**src/rtl/hdmi_sync_gen.sv**
```systemverilog
// -----------------------------------------------------------------------------
// hdmi_sync_gen
//
// Purpose:
//   Video timing generator for the HDMI output path. A pair of free-running
//   pixel counters (h, v) walks a programmable frame. Each cycle the current
//   coordinate is offered to the pattern/data block as a setXY request
//   (stage 0, combinational from the counters). The matching dataEnable,
//   hSync, vSync and frameStart outputs are registered and appear one cycle
//   later (stage 1), so the request for pixel (x,y) leads its dataEnable by
//   exactly one cycle.
//
//   Timing configuration is written through a setup port into a shadow
//   register set. It is validated on arrival. A legal configuration is
//   copied into the active set either right away (generator idle) or on the
//   last pixel of the current frame (generator running), so a frame never
//   mixes two configurations.
//
// Optional feature (macro HDMI_SYNC_POLARITY_EN):
//   Defined   : setup_h_pol_i / setup_v_pol_i select sync polarity
//               (1 = active-high). They travel with the rest of the config.
//   Undefined : the polarity inputs are absent; syncs are active-high.
//
// Ports:
//   clk_i, rst_i                 clock, synchronous active-high reset
//   setup_ena_i / setup_rdy_o    config load request / accept
//   setup_{h,v}_*_i              horizontal / vertical thresholds
//   data_set_xy_ena_o            pixel request (equals running_o)
//   data_set_xy_x_o / _y_o       pixel coordinate of the request
//   data_set_xy_data_enable_o    the requested pixel is an active pixel
//   data_set_xy_rdy_i            downstream ready
//   data_enable_o, h_sync_o,
//   v_sync_o, frame_start_o      registered video timing (stage 1)
//   running_o                    timing active
//   cfg_err_o                    sticky: last setup was rejected
//   underrun_o                   saturating count of missed active pixels
//   dbg_state_o                  generator state (0 = idle, 1 = running)
// -----------------------------------------------------------------------------
module hdmi_sync_gen #(
  parameter int WIDTH_ADDR  = 12,
  parameter int HEIGHT_ADDR = 12,
  parameter int UNDERRUN_W  = 16
) (
  input  logic                   clk_i,
  input  logic                   rst_i,
  input  logic                   setup_ena_i,
  input  logic [WIDTH_ADDR-1:0]  setup_h_active_i,
  input  logic [WIDTH_ADDR-1:0]  setup_h_sync_start_i,
  input  logic [WIDTH_ADDR-1:0]  setup_h_sync_end_i,
  input  logic [WIDTH_ADDR-1:0]  setup_h_total_i,
  input  logic [HEIGHT_ADDR-1:0] setup_v_active_i,
  input  logic [HEIGHT_ADDR-1:0] setup_v_sync_start_i,
  input  logic [HEIGHT_ADDR-1:0] setup_v_sync_end_i,
  input  logic [HEIGHT_ADDR-1:0] setup_v_total_i,
`ifdef HDMI_SYNC_POLARITY_EN
  input  logic                   setup_h_pol_i,
  input  logic                   setup_v_pol_i,
`endif
  output logic                   setup_rdy_o,
  output logic                   data_set_xy_ena_o,
  output logic [WIDTH_ADDR-1:0]  data_set_xy_x_o,
  output logic [HEIGHT_ADDR-1:0] data_set_xy_y_o,
  output logic                   data_set_xy_data_enable_o,
  input  logic                   data_set_xy_rdy_i,
  output logic                   data_enable_o,
  output logic                   h_sync_o,
  output logic                   v_sync_o,
  output logic                   frame_start_o,
  output logic                   running_o,
  output logic                   cfg_err_o,
  output logic [UNDERRUN_W-1:0]  underrun_o,
  output logic                   dbg_state_o
);

  // Handshakes: a setup transfer happens on a rising clk edge where
  // setup_ena_i and setup_rdy_o are both 1. The setXY request is offered
  // whenever data_set_xy_ena_o is 1; it completes only if data_set_xy_rdy_i
  // is 1 in that cycle, but the stream never waits -- an active pixel whose
  // request is not taken is counted as an underrun and dropped.

  typedef enum logic {
    ST_IDLE = 1'b0,
    ST_RUN  = 1'b1
  } state_e;

  typedef struct packed {
    logic [WIDTH_ADDR-1:0]  h_active;
    logic [WIDTH_ADDR-1:0]  h_sync_start;
    logic [WIDTH_ADDR-1:0]  h_sync_end;
    logic [WIDTH_ADDR-1:0]  h_total;
    logic [HEIGHT_ADDR-1:0] v_active;
    logic [HEIGHT_ADDR-1:0] v_sync_start;
    logic [HEIGHT_ADDR-1:0] v_sync_end;
    logic [HEIGHT_ADDR-1:0] v_total;
    logic                   h_pol;
    logic                   v_pol;
  } cfg_t;

  state_e                 state_q, state_d;
  cfg_t                   shadow_q, shadow_d;
  cfg_t                   active_q, active_d;
  cfg_t                   setup_cfg;
  logic                   pending_q, pending_d;
  logic                   cfg_err_q, cfg_err_d;
  logic                   setup_rdy_q;
  logic [WIDTH_ADDR-1:0]  h_cnt_q, h_cnt_d;
  logic [HEIGHT_ADDR-1:0] v_cnt_q, v_cnt_d;
  logic [UNDERRUN_W-1:0]  underrun_q, underrun_d;
  logic                   de_q, de_d;
  logic                   hs_q, hs_d;
  logic                   vs_q, vs_d;
  logic                   fs_q, fs_d;

  logic running;
  logic accept;
  logic legal;
  logic apply;
  logic line_end;
  logic frame_end;
  logic de_field;
  logic hs_raw;
  logic vs_raw;

  // Polarity reset value is active-high; without the feature it stays so.
  localparam cfg_t CFG_RESET = '{h_pol: 1'b1, v_pol: 1'b1, default: '0};

  always_comb begin
    setup_cfg              = CFG_RESET;
    setup_cfg.h_active     = setup_h_active_i;
    setup_cfg.h_sync_start = setup_h_sync_start_i;
    setup_cfg.h_sync_end   = setup_h_sync_end_i;
    setup_cfg.h_total      = setup_h_total_i;
    setup_cfg.v_active     = setup_v_active_i;
    setup_cfg.v_sync_start = setup_v_sync_start_i;
    setup_cfg.v_sync_end   = setup_v_sync_end_i;
    setup_cfg.v_total      = setup_v_total_i;
`ifdef HDMI_SYNC_POLARITY_EN
    setup_cfg.h_pol        = setup_h_pol_i;
    setup_cfg.v_pol        = setup_v_pol_i;
`endif
  end

  assign running   = (state_q == ST_RUN);
  assign accept    = setup_ena_i && setup_rdy_q;
  assign legal     = (setup_h_active_i != '0) &&
                     (setup_h_active_i <= setup_h_sync_start_i) &&
                     (setup_h_sync_start_i < setup_h_sync_end_i) &&
                     (setup_h_sync_end_i <= setup_h_total_i) &&
                     (setup_v_active_i != '0) &&
                     (setup_v_active_i <= setup_v_sync_start_i) &&
                     (setup_v_sync_start_i < setup_v_sync_end_i) &&
                     (setup_v_sync_end_i <= setup_v_total_i);

  assign line_end  = (h_cnt_q == active_q.h_total - 1'b1);
  assign frame_end = line_end && (v_cnt_q == active_q.v_total - 1'b1);

  assign de_field  = running && (h_cnt_q < active_q.h_active) &&
                     (v_cnt_q < active_q.v_active);
  assign hs_raw    = (h_cnt_q >= active_q.h_sync_start) &&
                     (h_cnt_q < active_q.h_sync_end);
  assign vs_raw    = (v_cnt_q >= active_q.v_sync_start) &&
                     (v_cnt_q < active_q.v_sync_end);

  // Generator state and config application.
  always_comb begin
    state_d = state_q;
    apply   = 1'b0;
    case (state_q)
      ST_IDLE: begin
        if (pending_q) begin
          apply   = 1'b1;
          state_d = ST_RUN;
        end
      end
      ST_RUN: begin
        // Swap only on the last pixel so the next frame is entirely new.
        if (pending_q && frame_end) begin
          apply = 1'b1;
        end
      end
      default: state_d = ST_IDLE;
    endcase
  end

  // Datapath next-state.
  always_comb begin
    shadow_d   = shadow_q;
    active_d   = active_q;
    pending_d  = pending_q && !apply;
    cfg_err_d  = cfg_err_q;
    h_cnt_d    = h_cnt_q;
    v_cnt_d    = v_cnt_q;
    underrun_d = underrun_q;

    // A setup arriving on the apply cycle lands in the shadow and stays
    // pending; the active set takes the previous shadow contents.
    if (accept) begin
      cfg_err_d = !legal;
      if (legal) begin
        shadow_d  = setup_cfg;
        pending_d = 1'b1;
      end
    end

    if (apply) begin
      active_d = shadow_q;
      h_cnt_d  = '0;
      v_cnt_d  = '0;
    end else if (running) begin
      if (line_end) begin
        h_cnt_d = '0;
        v_cnt_d = (v_cnt_q == active_q.v_total - 1'b1) ? '0 : v_cnt_q + 1'b1;
      end else begin
        h_cnt_d = h_cnt_q + 1'b1;
      end
    end

    if (de_field && !data_set_xy_rdy_i && !(&underrun_q)) begin
      underrun_d = underrun_q + 1'b1;
    end

    // Stage 1 is computed from the counters before they advance.
    de_d = de_field;
    hs_d = running && (hs_raw ^ ~active_q.h_pol);
    vs_d = running && (vs_raw ^ ~active_q.v_pol);
    fs_d = running && (h_cnt_q == '0) && (v_cnt_q == '0);
  end

  always_ff @(posedge clk_i) begin
    if (rst_i) begin
      state_q     <= ST_IDLE;
      shadow_q    <= CFG_RESET;
      active_q    <= CFG_RESET;
      pending_q   <= 1'b0;
      cfg_err_q   <= 1'b0;
      setup_rdy_q <= 1'b0;
      h_cnt_q     <= '0;
      v_cnt_q     <= '0;
      underrun_q  <= '0;
      de_q        <= 1'b0;
      hs_q        <= 1'b0;
      vs_q        <= 1'b0;
      fs_q        <= 1'b0;
    end else begin
      state_q     <= state_d;
      shadow_q    <= shadow_d;
      active_q    <= active_d;
      pending_q   <= pending_d;
      cfg_err_q   <= cfg_err_d;
      setup_rdy_q <= 1'b1;
      h_cnt_q     <= h_cnt_d;
      v_cnt_q     <= v_cnt_d;
      underrun_q  <= underrun_d;
      de_q        <= de_d;
      hs_q        <= hs_d;
      vs_q        <= vs_d;
      fs_q        <= fs_d;
    end
  end

  assign setup_rdy_o               = setup_rdy_q;
  assign data_set_xy_ena_o         = running;
  assign data_set_xy_x_o           = h_cnt_q;
  assign data_set_xy_y_o           = v_cnt_q;
  assign data_set_xy_data_enable_o = de_field;
  assign data_enable_o             = de_q;
  assign h_sync_o                  = hs_q;
  assign v_sync_o                  = vs_q;
  assign frame_start_o             = fs_q;
  assign running_o                 = running;
  assign cfg_err_o                 = cfg_err_q;
  assign underrun_o                = underrun_q;
  assign dbg_state_o               = state_q;

endmodule

```
**config.mk**
```make
export PLATFORM = sky130hd
export DESIGN_NAME = hdmi_sync_gen
export DESIGN_NICKNAME = d
export VERILOG_FILES = /design/src/rtl/hdmi_sync_gen.sv
export SDC_FILE = /design/constraint.sdc
export NUM_CORES = 1
export LEC_CHECK = 0
export CORE_MARGIN = 4
export CORE_UTILIZATION = 60
export CTS_CLUSTER_DIAMETER = 150
export DETAILED_ROUTE_END_ITERATION = 8
export DONT_BUFFER_PORTS = 1
export MAX_ROUTING_LAYER = met4
export PLACE_DENSITY_LB_ADDON = 0.1
export RECOVER_POWER = 50
export SLEW_MARGIN = 40
export SYNTH_ARGS = -nofsm -noshare
export SYNTH_HDL_FRONTEND = slang
export SYNTH_SLANG_ARGS = --single-unit
```
**constraint.sdc**
```tcl
create_clock -name clk_i -period 8.9 [get_ports clk_i]
set_input_delay 0.89 -clock clk_i [delete_from_list [all_inputs] [get_ports clk_i]]
set_output_delay 0.89 -clock clk_i [all_outputs]
set_load 0.01 [all_outputs]
```
# Yosys cells after proc, flatten, opt, wreduce, memory -nomap -nowiden
# Cells that the tools add are included.
[totals]
out_inout_bits = 50
elab_cells = 89
reg_bits = 240
inputBits = 100
[classes]
addsub = 5
order_cmp = 12
bitwise = 1
n_reduce_logical = 33
n_mux = 9
n_eq_ne = 2
[ops]
columns = ["cell", "count"]
rows = [
  ["12-bit less-than comparator", 6],
  ["12-bit less-or-equal comparator", 4],
  ["12-bit by 1-bit adder with 12-bit output, second input constant", 2],
  ["12-bit equality test", 2],
  ["12-bit greater-or-equal comparator", 2],
  ["12-bit logical NOT", 2],
  ["12-bit two-way mux", 2],
  ["12-bit nonzero test", 2],
  ["12-bit by 1-bit subtractor with 12-bit output, second input constant", 2],
  ["1-bit logical AND", 21],
  ["16-bit by 1-bit adder with 16-bit output, second input constant", 1],
  ["16-bit AND reduction", 1],
  ["1-bit two-way mux", 6],
  ["1-bit logical NOT", 4],
  ["2-bit AND reduction", 2],
  ["1-bit one-hot mux with 2 select lines", 1],
  ["2-bit OR reduction", 1],
  ["1-bit NOT", 1],
]

# Logic depth before layout (Yosys ltp)
[logic_depth]
ltp_word = 10
ltp_mapped = 15
mapped_depth_nobuf = 10

# Worst setup path after synthesis
# Ideal clock, no wire load.
[synth_path]
kind = "input-to-reg"
start = "input setup_v_sync_end_i[5]"
end = "register shadow_q[39] (netlist bit)"
setup_ns = 0.072
slack_ns = 5.587
required_time_ns = 8.828
path_stages = 13
t_arrival_ns = 3.242
n_path_buf = 3
cell_sequence = "inv_1 ha_1 a21o_1 a21o_1 a21oi_1 o31ai_1 a41o_1 a211oi_1 o2111a_1 clkbuf_1 buf_2 buf_2 mux2i_1"
[synth_via]
elab_chain_cells = 4
elab_cells_between_ends = 5
classes_between = "order compare (2); reduce/logical (3)"
[synth_lines]
columns = ["item", "line", "text"]
rows = [
  ["from (decl)", "53", "input logic [HEIGHT_ADDR-1:0] setup_v_sync_end_i,"],
  ["12-bit less-than comparator", "151", "(setup_v_sync_start_i < setup_v_sync_end_i) &&"],
  ["1-bit logical AND", "150", "(setup_v_active_i <= setup_v_sync_start_i) &&"],
  ["1-bit logical AND *", "151", ""],
  ["2-bit AND reduction (no source line) *", "n/a", ""],
  ["to (signal assigned)", "246", "shadow_q <= shadow_d;"],
  ["to (decl)", "100", "cfg_t shadow_q, shadow_d;"],
]
# Mark *: on every way between the ends. The rest lies on a longest branch, timed or not.
# A chain may end at the register's enable or synchronous reset.

==> out/results.ini <==
[run_status]
status=finished, violations left
violations=max-capacitance violations, max-slew violations

[synth]
syn_avg_cell_area_sq_um=8.57
syn-num-nets=1855
ys_warn_count=0
synth_cell_types=66
synth_cells=1610
synth_edf_count=0
ys_seq_elements=240
synthArstFlopShare_pct=0
yosysSeqAreaShare_pct=34.8
synthesis.area_sq_mm=0.0138
synthFlopType=dfxtp_1

[die]
io_pins=150
start_util_pct=60.9
die_h_microns=160
die-area_sq_mm=0.0255
core_sq_mm=0.0226
rows=55
die_x_microns=160

[pwr]
p_leak_nw=5.89
ir_drop_v=0.000133
power_density_mw_per_mm2=161

[setup_path]
reg2reg_slack_ns=4.48
reg2reg_depth=9
path_delay_family=buffers and inverters
crit_chain=clkinvlp_2 -> buf_6 -> nand2_1 -> mux2i_1
critical-path-max-stage-delay_ns=2.79
regToRegStartpoint=setup_rdy_o$_DFF_P_
crit_start=rst_i
worstSetupPathType=in -> reg
arrival_ns=5.31
start_kind=input pin
cp_num_cells=4
critical_path.max_fanout=120
cp-end-kind=register
critPathRequiredTime_ns=9.28
crit_end=shadow_q[75]$_SDFFE_PP0P_
cp_num_buf_inv=2
cp_slowest_cell=clkinvlp_2
r2r_end=shadow_q[81]$_SDFFE_PP0P_

[sta]
clock.fmax_mhz=203
fin_setup_tns_ns=0
rsz0062_at_grt=no
finalCritPeriodShare_pct=55.4
setup_slack_ns=3.97
fin_crit_ns=4.93
maxSlewViolCount=113
slew_headroom_pct=-152
worst_pin_slew_ns=3.76
hold_violations=0
setup_viol_count_final=0
finClkSkew_ns=0.0122

[cells_and_area]
regArea_sq_mm=0.00480
multiInputGateArea_sq_mm=0.00797
area_growth_pct=7.16
final_common_cell=dfxtp_1
final_cell_mix=dfxtp_1, nand2_1, mux2i_1
drive_gt1_share_pct=3.94
n_antenna_cell=0
nNetsFinal=1824
fillers=1941

[detailed_routing]
drtAntennaViolNets=0
routed_wirelength_microns=34600
vias_per_cell=5.78
drt-wirelength-per-cell_microns=18.4
drc=0
dr.first_iter.drc_count=754
drtPass1Iterations=6
vias=10900

[cts]
cts_max_level=1
cts_hold_buf=0
clk_latency_ns=0.53
cts_tree=built
post-cts-setup-buffers=0
cts_buffers=27
clockBufferDepth=3
clock_sinks=240
root_buffer=clkbuf_16
path_clk_slew_ns=0.06
cts_resized=0

[global_routing]
grt_pass1_wl_microns=55300
grt_util_all_layers_pct=27.2
grt_pass1_vias=10500
antenna_found_initial=0
grt_max_degree=121
overflow=0

[hold_path]
holdCritStartpoint=rst_i
hp-class=in -> reg

[placement]
io_buffers=0
dp_hpwl_microns=24700
place.gp.congestion=0.912
place_ws_ns=4.02

[flow_run]
maxCapViolCount=1

## synthesized netlist by cell type, types with 7 or more instances
| cell | n | area share, % |
|---|---|---|
| a211oi_1 | 7 | 0.38 |
| a21o_1 | 42 | 2.3 |
| a21oi_1 | 50 | 1.8 |
| buf_1 | 7 | 0.19 |
| buf_4 | 10 | 0.54 |
| clkbuf_1 | 48 | 1.3 |
| dfxtp_1 | 240 | 35 |
| ha_1 | 145 | 13 |
| inv_1 | 163 | 4.4 |
| mux2i_1 | 193 | 14 |
| nand2_1 | 233 | 6.3 |
| nand2b_1 | 14 | 0.63 |
| nand3_1 | 18 | 0.65 |
| nand4_1 | 34 | 1.5 |
| nor2_1 | 147 | 4.0 |
| nor2b_1 | 11 | 0.50 |
| nor3_1 | 24 | 0.87 |
| nor4_1 | 14 | 0.63 |
| o211ai_1 | 9 | 0.49 |
| o21a_1 | 9 | 0.49 |
| o21ai_0 | 30 | 1.1 |
| or3_1 | 13 | 0.59 |
| or4_1 | 7 | 0.38 |
| xnor2_1 | 31 | 2.0 |
| xor2_1 | 16 | 1.0 |
## kinds of logic after synthesis
family / after synthesis / share of synthesized area [%]
buf+inv: 238 / 7.07
fa+ha+maj: 145 / 13.1
simple gates: 548 / 18.1
mux: 194 / 14.1
compound gates: 198 / 9.79
flops: 240 / 34.8
xor+xnor: 47 / 2.98
## worst reg2reg max path, delay by kind of cell (launching register included)
family          cells  cell delay, ns
simple gates        2            0.27
flops               1            0.51
mux                 1            0.30
buf+inv             2            0.89
compound gates      4            2.36
## worst min-delay path by stage
stage	cells after the start	slack, ns	endpoint
after floorplan	2	0.43	shadow_q[10]$_SDFFE_PP0P_
after global routing	1	0.41	underrun_o[12]$_SDFFE_PP0P_
after CTS	1	0.42	underrun_o[8]$_SDFFE_PP0P_
final	1	0.43	underrun_o[3]$_SDFFE_PP0P_
after global placement	2	0.44	shadow_q[70]$_SDFFE_PP0P_
after detailed placement	2	0.45	shadow_q[21]$_SDFFE_PP0P_
## state kept, by name (all words and copies together) (netlist names)
register           cells
h_sync_o               1
shadow_q              96
active_q              96
data_set_xy_y_o       12
v_sync_o               1
setup_rdy_o            1
pending_q              1
cfg_err_o              1
data_set_xy_ena_o      1
data_enable_o          1
underrun_o            16
data_set_xy_x_o       12
frame_start_o          1
## layer usage
layer  vias up  wire length [microns]  track usage (%)  share of wire, %
li1       5427                      -                -                 -
met1      5097                  15900             36.4                46
met2       302                  15000             41.4                43
met3        65                   2730             5.96               7.9
met4         0                   1030             8.05               3.0
met5         -                      0                -                 0
## metrics by stage
stage | std cells | hold slack [ns] | total power [mW] | utilization, % | instance area (sq um)
floorplan | 1610 | 0.434 | 1.22 | - | 13800
global placement | 1834 | 0.442 | 1.24 | 61.5 | 13900
detailed placement | 1834 | 0.446 | 1.24 | 61.5 | 13900
CTS | 1882 | 0.417 | 2.39 | 65.6 | 14900
global route | 1883 | 0.407 | 2.46 | 65.3 | 14800
finish | 1883 | 0.434 | 2.38 | 65.3 | 14800
## final cells by class
class                           instances  area share, %
Timing Repair Buffer                   15          0.745
Sequential cell                       240           32.5
Multi-Input combinational cell       1132           53.9
Clock inverter                         15           1.30
Clock buffer                           33           4.99
Tap cell                              285           2.41
Inverter                              163           4.15
## where the power goes
part           internal [mW]  total, mW  leakage, nW  switching [mW]
Combinational         0.0581      0.134         3.49          0.0756
Sequential              1.08       1.09         1.93         0.00606
Clock                  0.705       1.15        0.463           0.448
(Power assumes the default switching activity.)
